===== config.mk =====
export PLATFORM = sky130hd
export DESIGN_NAME = mdu_issue_ctrl
export DESIGN_NICKNAME = d
export VERILOG_FILES = /design/src/rtl/mdu_pkg.sv /design/src/rtl/mdu_op_decode.sv /design/src/rtl/mdu_issue_ctrl.sv
export SDC_FILE = /design/constraint.sdc
export NUM_CORES = 1
export LEC_CHECK = 0
export CAP_MARGIN = 20
export CELL_PAD_IN_SITES_DETAIL_PLACEMENT = 0
export CELL_PAD_IN_SITES_GLOBAL_PLACEMENT = 1
export CORE_MARGIN = 4
export CORE_UTILIZATION = 27
export CTS_BUF_LIST = sky130_fd_sc_hd__clkbuf_16
export DETAILED_ROUTE_END_ITERATION = 10
export GPL_TIMING_DRIVEN = 1
export PLACE_DENSITY = 0.82
export SLEW_MARGIN = 20
export SYNTH_ARGS = -nofsm -noshare
export SYNTH_HDL_FRONTEND = slang
export SYNTH_SLANG_ARGS = --single-unit

===== constraint.sdc =====
create_clock -name clk -period 2.27 [get_ports clk]
set_input_delay 0.3405 -clock clk [delete_from_list [all_inputs] [get_ports clk]]
set_output_delay 0.3405 -clock clk [all_outputs]
set_load 0.005 [all_outputs]

===== src/rtl/mdu_pkg.sv =====
// Shared types for the MDU issue controller: opcodes, engine op codes, FSM states.
package mdu_pkg;

    typedef enum logic [3:0] {
        MDU_NONE  = 4'd0,
        MDU_MULT  = 4'd1,
        MDU_MULTU = 4'd2,
        MDU_DIV   = 4'd3,
        MDU_DIVU  = 4'd4,
        MDU_MTHI  = 4'd5,
        MDU_MTLO  = 4'd6,
        MDU_MFHI  = 4'd7,
        MDU_MFLO  = 4'd8
    } mdu_op_e;

    localparam logic [1:0] ENG_IDLE = 2'b00;
    localparam logic [1:0] ENG_MUL  = 2'b01;
    localparam logic [1:0] ENG_DIV  = 2'b10;

    typedef enum logic [1:0] {
        S_IDLE = 2'd0,
        S_REQ  = 2'd1,
        S_RSP  = 2'd2
    } state_e;

endpackage


===== src/rtl/mdu_op_decode.sv =====
// Combinational MDU opcode decode: engine ops vs. local HI/LO moves.
module mdu_op_decode
    import mdu_pkg::*;
(
    input  logic [3:0] op,
    output logic       is_eng,
    output logic [1:0] eng_op,
    output logic       sign,
    output logic       is_mt,
    output logic       is_mf,
    output logic       sel_hi
);

    always_comb begin
        is_eng = 1'b0;
        eng_op = ENG_IDLE;
        sign   = 1'b0;
        is_mt  = 1'b0;
        is_mf  = 1'b0;
        sel_hi = 1'b0;
        case (mdu_op_e'(op))
            MDU_MULT:  begin is_eng = 1'b1; eng_op = ENG_MUL; sign = 1'b1; end
            MDU_MULTU: begin is_eng = 1'b1; eng_op = ENG_MUL;              end
            MDU_DIV:   begin is_eng = 1'b1; eng_op = ENG_DIV; sign = 1'b1; end
            MDU_DIVU:  begin is_eng = 1'b1; eng_op = ENG_DIV;              end
            MDU_MTHI:  begin is_mt  = 1'b1; sel_hi = 1'b1;                 end
            MDU_MTLO:  begin is_mt  = 1'b1;                                end
            MDU_MFHI:  begin is_mf  = 1'b1; sel_hi = 1'b1;                 end
            MDU_MFLO:  begin is_mf  = 1'b1;                                end
            default: ;
        endcase
    end

endmodule


===== src/rtl/mdu_issue_ctrl.sv =====
// E-stage MDU initiator: owns HI/LO, issues one engine request at a time.
// Optional MDU_DIV0_GUARD_EN drops divides by zero without engine traffic.
module mdu_issue_ctrl
    import mdu_pkg::*;
#(
    parameter int WIDTH = 32
) (
    input  logic             clk,
    input  logic             reset,
    input  logic             in_valid,
    input  logic [3:0]       in_op,
    input  logic [WIDTH-1:0] in_rs,
    input  logic [WIDTH-1:0] in_rt,
    input  logic             in_kill,
    output logic [WIDTH-1:0] hi,
    output logic [WIDTH-1:0] lo,
    output logic [WIDTH-1:0] mf_data,
    output logic             busy,
    output logic             stall,
    output logic [WIDTH-1:0] req_src0,
    output logic [WIDTH-1:0] req_src1,
    output logic [1:0]       req_op,
    output logic             req_sign,
    output logic             req_valid,
    input  logic             req_ready,
    input  logic             rsp_valid,
    output logic             rsp_ready,
    input  logic [WIDTH-1:0] rsp_res0,
    input  logic [WIDTH-1:0] rsp_res1
);

    state_e     state;
    logic       is_eng, sign, is_mt, is_mf, sel_hi;
    logic [1:0] eng_op;
    logic       accept, div0_skip;

    mdu_op_decode u_dec (
        .op     (in_op),
        .is_eng (is_eng),
        .eng_op (eng_op),
        .sign   (sign),
        .is_mt  (is_mt),
        .is_mf  (is_mf),
        .sel_hi (sel_hi)
    );

    assign accept = in_valid & ~in_kill & ~busy;
    assign stall  = in_valid & (in_op != MDU_NONE) & busy;
    assign mf_data = is_mf ? (sel_hi ? hi : lo) : '0;

`ifdef MDU_DIV0_GUARD_EN
    assign div0_skip = (eng_op == ENG_DIV) && (in_rt == '0);
`else
    assign div0_skip = 1'b0;
`endif

    always_ff @(posedge clk) begin
        if (reset) begin
            state     <= S_IDLE;
            hi        <= '0;
            lo        <= '0;
            req_src0  <= '0;
            req_src1  <= '0;
            req_op    <= ENG_IDLE;
            req_sign  <= 1'b0;
            req_valid <= 1'b0;
            rsp_ready <= 1'b0;
            busy      <= 1'b0;
        end else begin
            case (state)
                S_IDLE: begin
                    if (accept && is_eng && !div0_skip) begin
                        req_src0  <= in_rs;
                        req_src1  <= in_rt;
                        req_op    <= eng_op;
                        req_sign  <= sign;
                        req_valid <= 1'b1;
                        busy      <= 1'b1;
                        state     <= S_REQ;
                    end else if (accept && is_mt) begin
                        if (sel_hi) hi <= in_rs;
                        else        lo <= in_rs;
                    end
                end
                S_REQ: begin
                    // rsp_ready stays low here, so an early rsp_valid is left for S_RSP
                    if (req_ready) begin
                        req_valid <= 1'b0;
                        req_op    <= ENG_IDLE;
                        rsp_ready <= 1'b1;
                        state     <= S_RSP;
                    end
                end
                S_RSP: begin
                    if (rsp_valid) begin
                        hi        <= rsp_res1;
                        lo        <= rsp_res0;
                        rsp_ready <= 1'b0;
                        busy      <= 1'b0;
                        state     <= S_IDLE;
                    end
                end
                default: state <= S_IDLE;
            endcase
        end
    end

endmodule


### Yosys cells after proc, flatten, opt, wreduce, memory -nomap -nowiden

Index checks and enable logic that the tools add are counted.

* register bits: 136
* output and inout port bits: 167
* logic and storage cells: 86

* eq/ne operators: 17
* mux-type cells: 32
* bitwise gates (word level): 6
* reduce and logical (&&, ||, !) cells: 21

Operators with widths (number)
* 2-to-1 mux 32 bit: 10
* one-hot mux 32 bit (2 select lines): 2
* equality test 4 x 3 -> 1 bit (second input constant): 4
* inequality test 2 bit (second input constant): 7
* AND reduction 3 bit: 4
* OR reduction 2 bit: 6
* 2-to-1 mux 2 bit: 5
* AND reduction 5 bit: 2
* 2-to-1 mux 1 bit: 9
* equality test 4 x 2 -> 1 bit (second input constant): 2
* one-hot mux 2 bit (2 select lines): 2
* one-hot mux 1 bit (2 select lines): 3
* one-hot mux 2 bit (3 select lines): 1
* nonzero test 2 bit: 3
* AND 1 bit: 4
* equality test 4 x 1 -> 1 bit (second input constant): 1
* equality test 4 bit (second input constant): 1
* nonzero test 4 bit: 1
* OR reduction 4 bit: 1
* equality test 2 x 1 -> 1 bit (second input constant): 1
* equality test 2 bit (second input constant): 1
* logical AND 1 bit: 2
* zero test 2 bit: 1
* inverter 1 bit: 2
* AND reduction 2 bit: 1

### Depth between registers and ports, before layout

* word-level depth: 7
* depth in mapped cells: 7
* mapped depth without buffers: 4

### Hierarchy

From an unflattened synthesis, not the netlist that was laid out.

* cells, all modules: 648
* area, all modules: 6257.3 um^2

Modules (own cells, without submodules)
* mdu_issue_ctrl: times used 1, cells an instance 635, area an instance 6175.9 um^2
* mdu_op_decode: times used 1, cells an instance 13, area an instance 81.3 um^2

### Worst setup path before layout

OpenSTA, ideal clock, no wires.

* kind: input -> register
* start point: in in_op[1]
* end point: reg req_src1[10]
* data arrival time: 1.781 ns
* required time: 2.138 ns
* slack: 0.356 ns
* stages on the path: 7
* buffers on the path: 3
* path through: buf_2 or3b_4 a2111o_1 clkbuf_1 clkbuf_1 nand2_1 a21oi_1

* longest elaborated chain between the ends: 5

Ends and longest elaborated chain
* start: declaration: RTL line mdu_issue_ctrl.sv:11 `input logic [3:0] in_op,`
* equality test 4 x 2 -> 1 bit (tied with other cells): RTL line mdu_op_decode.sv:21 `case (mdu_op_e'(op))`
* OR reduction 4 bit (no source line) (*)
* 2-to-1 mux 1 bit (*): RTL line mdu_op_decode.sv:21
* logical AND 1 bit (*): RTL line mdu_issue_ctrl.sv:72 `if (accept && is_eng && !div0_skip) begin`
* AND reduction 2 bit (no source line) (*)
* end signal: assignment: RTL line mdu_issue_ctrl.sv:74 `req_src1 <= in_rt;`
* end: declaration: RTL line mdu_issue_ctrl.sv:21 `output logic [WIDTH-1:0] req_src1,`

Every way passes the cells marked *; elsewhere a longest branch is shown, timed or not.
A chain may end at the register's enable or synchronous reset.

### Worst setup path in the final report

* start point: in in_op[2]
* end point: out mf_data[12]

* longest elaborated chain between the ends: 5

Ends and longest elaborated chain
* equality test 4 x 3 -> 1 bit: RTL line mdu_op_decode.sv:21
* OR reduction 2 bit (no source line)
* 2-to-1 mux 1 bit: RTL line mdu_op_decode.sv:21
* 2-to-1 mux 32 bit: RTL line mdu_issue_ctrl.sv:49 `assign mf_data = is_mf ? (sel_hi ? hi : lo) : '0;`
* 2-to-1 mux 32 bit (*): RTL line mdu_issue_ctrl.sv:49
* end: declaration: RTL line mdu_issue_ctrl.sv:17 `output logic [WIDTH-1:0] mf_data,`

Marks and branches as above.

==> flow_results.org <==
** Synthesis
- Async SR Flop Fraction :: 0%
- After technology mapping, the gate count stands at 695.
- Count of flip-flops with a built-in enable after synthesis :: 0
- Part of the Yosys area used for sequential elements :: 48.7%
- The netlist uses 27 different library cells.
- For this run, the number of Yosys warnings is 0.
- Mapped cell area :: 5590 um^2
- Synth Area per Inst :: 8.04 um^2
- In the synthesized netlist the dominant register cell turns out to be dfxtp_1.
- Post-synthesis sequential element count :: 136
- The number of nets in the synthesized netlist is 833.

** Detailed routing
- The routed design has 24,400 um of wire.
- Dividing the detail-routed wire length by the instance count gives 18.9 um.
- Post-route DRC :: 0
- Vias :: 6,180
- Using the TritonRoute via totals, the vias-per-cell ratio works out to 4.78.
- Number of routed nets with antenna violations :: 0
- The first detailed-routing pass ran for 4 iterations.
- First-iteration detailed-routing DRC count :: 276

** Finish
- Multi-input gate area in the final layout :: 2700 um^2
- Fill cells in the final layout number 2,021.
- At the end of the flow the core is filled with cells to 49.3%.
- Area of all placed cells without fillers :: 10,000 um^2
- Area used by sequential logic in the layout :: 2720 um^2
- Fraction of final layout cells with drive strength greater than 1 :: 9.69%
- In the final design database the tool counted 1,149 nets.
- Antenna cell count :: 0
- The area growth from synthesis to layout is 79.1%.

** Critical path
- Max Fanout on Critical Path :: 7
- Kind of launch point of the worst setup path :: input pin
- STA classifies the critical path endpoint as an output port.
- Data arrives at the worst endpoint at 1.84 ns.
- For the worst setup path, the data required time is 1.93 ns.
- The worst setup path is of the input pin to output port kind.

** STA
- Total negative slack :: 0 ns
- Static timing analysis puts the maximum clock frequency at 0.459 GHz.
- Transition at the pin with the smallest max-transition slack :: 0.728 ns
- Total count of max-transition violations in the final report :: 0
- The final hold violation count was 0.
- The worst pin sits at a relative slew slack of 51.4%.
- Setup repair after global routing left no endpoint under its margin.
- Subtracting the final worst setup slack from the clock period gives 2.18 ns.
- Across the routed clock network, the largest skew measured is 0.00596 ns.
- Worst Slack Setup Final :: 0.0896 ns
- Setup violations remaining at the end of the flow were counted as 0.
- Share of the clock period used by the worst path :: 96.1%

** Global routing
- Vias in the first global route :: 6,221
- Overflow left after global routing :: 0
- The first global-routing pass estimated 37,300 um of wire.
- For this run, the total global-route usage over all layers was measured as 20.5%.
- Maximum number of pins on one net before global-route repair :: 63
- The initial antenna violation count was 0.

** Placed design
- OpenSTA, run right after detailed placement, puts the worst setup slack at -0.612 ns.
- Half-perimeter wire length after detailed placement :: 16,800 um
- The count of buffers added on input and output ports is 304.
- At the end of routability-driven placement, the weighted congestion stood at 0.811.
- Placement Cell Area :: 9150 um^2

** Clocking
- Clock tree synthesis inserted a total of 17 buffers.
- The tree is rooted in a clkbuf_16.
- Clock-pin slew was measured on the worst setup and hold paths at 0.06 ns.
- TritonCTS built the clock tree.
- Maximum buffer depth of the clock tree :: 2
- After clock tree synthesis, the flow added hold-fix buffers numbering 0.
- For this design, the sink count on the clock tree is 136.
- Source-to-sink clock delay at the later pin of the worst-skew pair :: 0.41 ns
- In this run the number of H-tree levels came out at 4.

** Floorplan
- The region available for standard cell placement spans 20,300 um^2.
- In this run the horizontal extent of the chip is 152 um.
- For this design the top-level I/O count stands at 305.
- Starting density of the core :: 27.5%
- # rows :: 52
- The die is 152 um tall.
- Die area :: 23,100 um^2

** Pwr
- In this run the power density over the cells is 614 nW/um^2.
- Power consumption :: 0.00615 W
- VDD sags by at most 0.494 mV.
- For this design the static power due to leakage is 3.60 nW.

** Status
- Status :: finished clean

** Run
- Count of maximum capacitance violations :: 0

** Min path
- The min-delay analysis places its worst path in the category input pin to flop.
cells by family (layout without fill, tap and decap cells):
| kind of cell | count (synthesis) | in the layout | synth area share [%] |
|---|---|---|---|
| and+or+nand+nor | 254 | 254 | 19.6 |
| DFF | 136 | 136 | 48.7 |
| buffers and inverters | 60 | 386 | 4.72 |
| AOI/OAI and AO/OA | 244 | 245 | 26.8 |
| xor gates and xnor gates | 1 | 1 | 0.157 |
through the flow:
| step | hold slack (ns) | instances |
|---|---|---|
| final | 0.307 | 1292 |
| after global routing | 0.313 | 1292 |
| after CTS | 0.297 | 1285 |
| after detailed placement | 0.446 | 1241 |
| after global placement | 0.438 | 1241 |
| after floorplan | 0.448 | 695 |
final cells by class:
type	count	area share [%]
timing repair buffer	356	36.2
clock inverter	13	2.05
multi-input combinational	500	27.0
clock buffer	17	4.25
tap	270	3.38
sequential	136	27.2
Yosys cell counts (all sizes together) (2+ instances only):
cell | number | area [um^2]
o2bb2ai | 64 | 561
nor3 | 2 | 10.0
or3b | 2 | 20.0
nand3b | 4 | 30.0
a21oi | 170 | 851
o31ai | 2 | 15.0
nand2 | 199 | 747
nand2b | 3 | 18.8
nand3 | 4 | 20.0
clkbuf | 46 | 173
buf | 14 | 91.3
dfxtp | 136 | 2720
nor2 | 3 | 11.3
o21ai | 4 | 20.0
nor2b | 34 | 213
cell usage in the layout (no fill, tap or decap), types with 2 or more instances in the layout:
| cell | Yosys | routed |
|---|---|---|
| bufinv_16 | 0 | 5 |
| clkinvlp_4 | 0 | 2 |
| nor3_1 | 2 | 2 |
| dlygate4sd2_1 | 0 | 29 |
| clkinv_2 | 0 | 2 |
| nand3_1 | 4 | 4 |
| nand3b_1 | 4 | 4 |
| clkbuf_2 | 0 | 2 |
| o31ai_1 | 2 | 2 |
| nor2_1 | 3 | 3 |
| buf_4 | 1 | 32 |
| buf_6 | 3 | 4 |
| buf_12 | 0 | 14 |
| a31oi_4 | 0 | 2 |
| dfxtp_1 | 136 | 136 |
| o21ai_4 | 0 | 2 |
| o21ai_0 | 2 | 2 |
| clkbuf_16 | 0 | 18 |
| clkinv_4 | 0 | 3 |
| clkdlybuf4s50_1 | 0 | 267 |
| nand2_1 | 199 | 199 |
| nand2b_1 | 3 | 3 |
| clkdlybuf4s15_2 | 0 | 2 |
| a21oi_1 | 170 | 169 |
| o2bb2ai_1 | 64 | 64 |
| dlymetal6s2s_1 | 0 | 3 |
| nor2b_1 | 34 | 32 |
| nor2b_4 | 0 | 2 |
sequential cells by signal (all words and copies together), names as in the netlist:
signal and cells:
lo 32, req_src1 32, req_valid 1, busy 1, state 2, hi 32
rsp_ready 1, req_src0 32, req_op 2, req_sign 1
power by group:
part,switching [W],internal (W)
logic,0.000293,0.000416
registers,0.0000271,0.00243
clock network,0.00105,0.00193
total,0.00137,0.00478
worst paths after layout:
kind                        startpoint                         to  slack (ns)  cells past startpoint
max                           in_op[2]                mf_data[12]        0.09                     10
max reg2reg      state[1]$_SDFFE_PP0P_         lo[3]$_SDFFE_PP0P_        0.27                      7
min reg2reg  req_src0[19]$_SDFFE_PP0P_  req_src0[19]$_SDFFE_PP0P_        0.45                      2
min                              reset  req_src0[15]$_SDFFE_PP0P_        0.31                      2
worst max-delay path, stage by stage:
cell and delay, ns:
dlygate4sd2_1 0.28, buf_4 0.17, nand3b_1 0.11, buf_4 0.13, buf_6 0.12, buf_12 0.13
buf_6 0.11, nand2_1 0.05, a21oi_1 0.16, clkdlybuf4s15_2 0.23
routing by layer:
layer  vias up  track usage, %  wire [um]
met3        15            7.14       1690
li1       3023               -          -
met2       237            33.9      11700
met4         0            4.37        240
met5         -               0          0
met1      2905            26.1      10800
timing repair:
action / 4_1_cts / 5_1_grt
resized for setup: 49 / 8
pin swaps: 4 / 1
setup endpoints to repair: 32 / 10
cloned: 2 / 1
setup buffers: 12 / 7
Power figures use the tool's default switching activity.
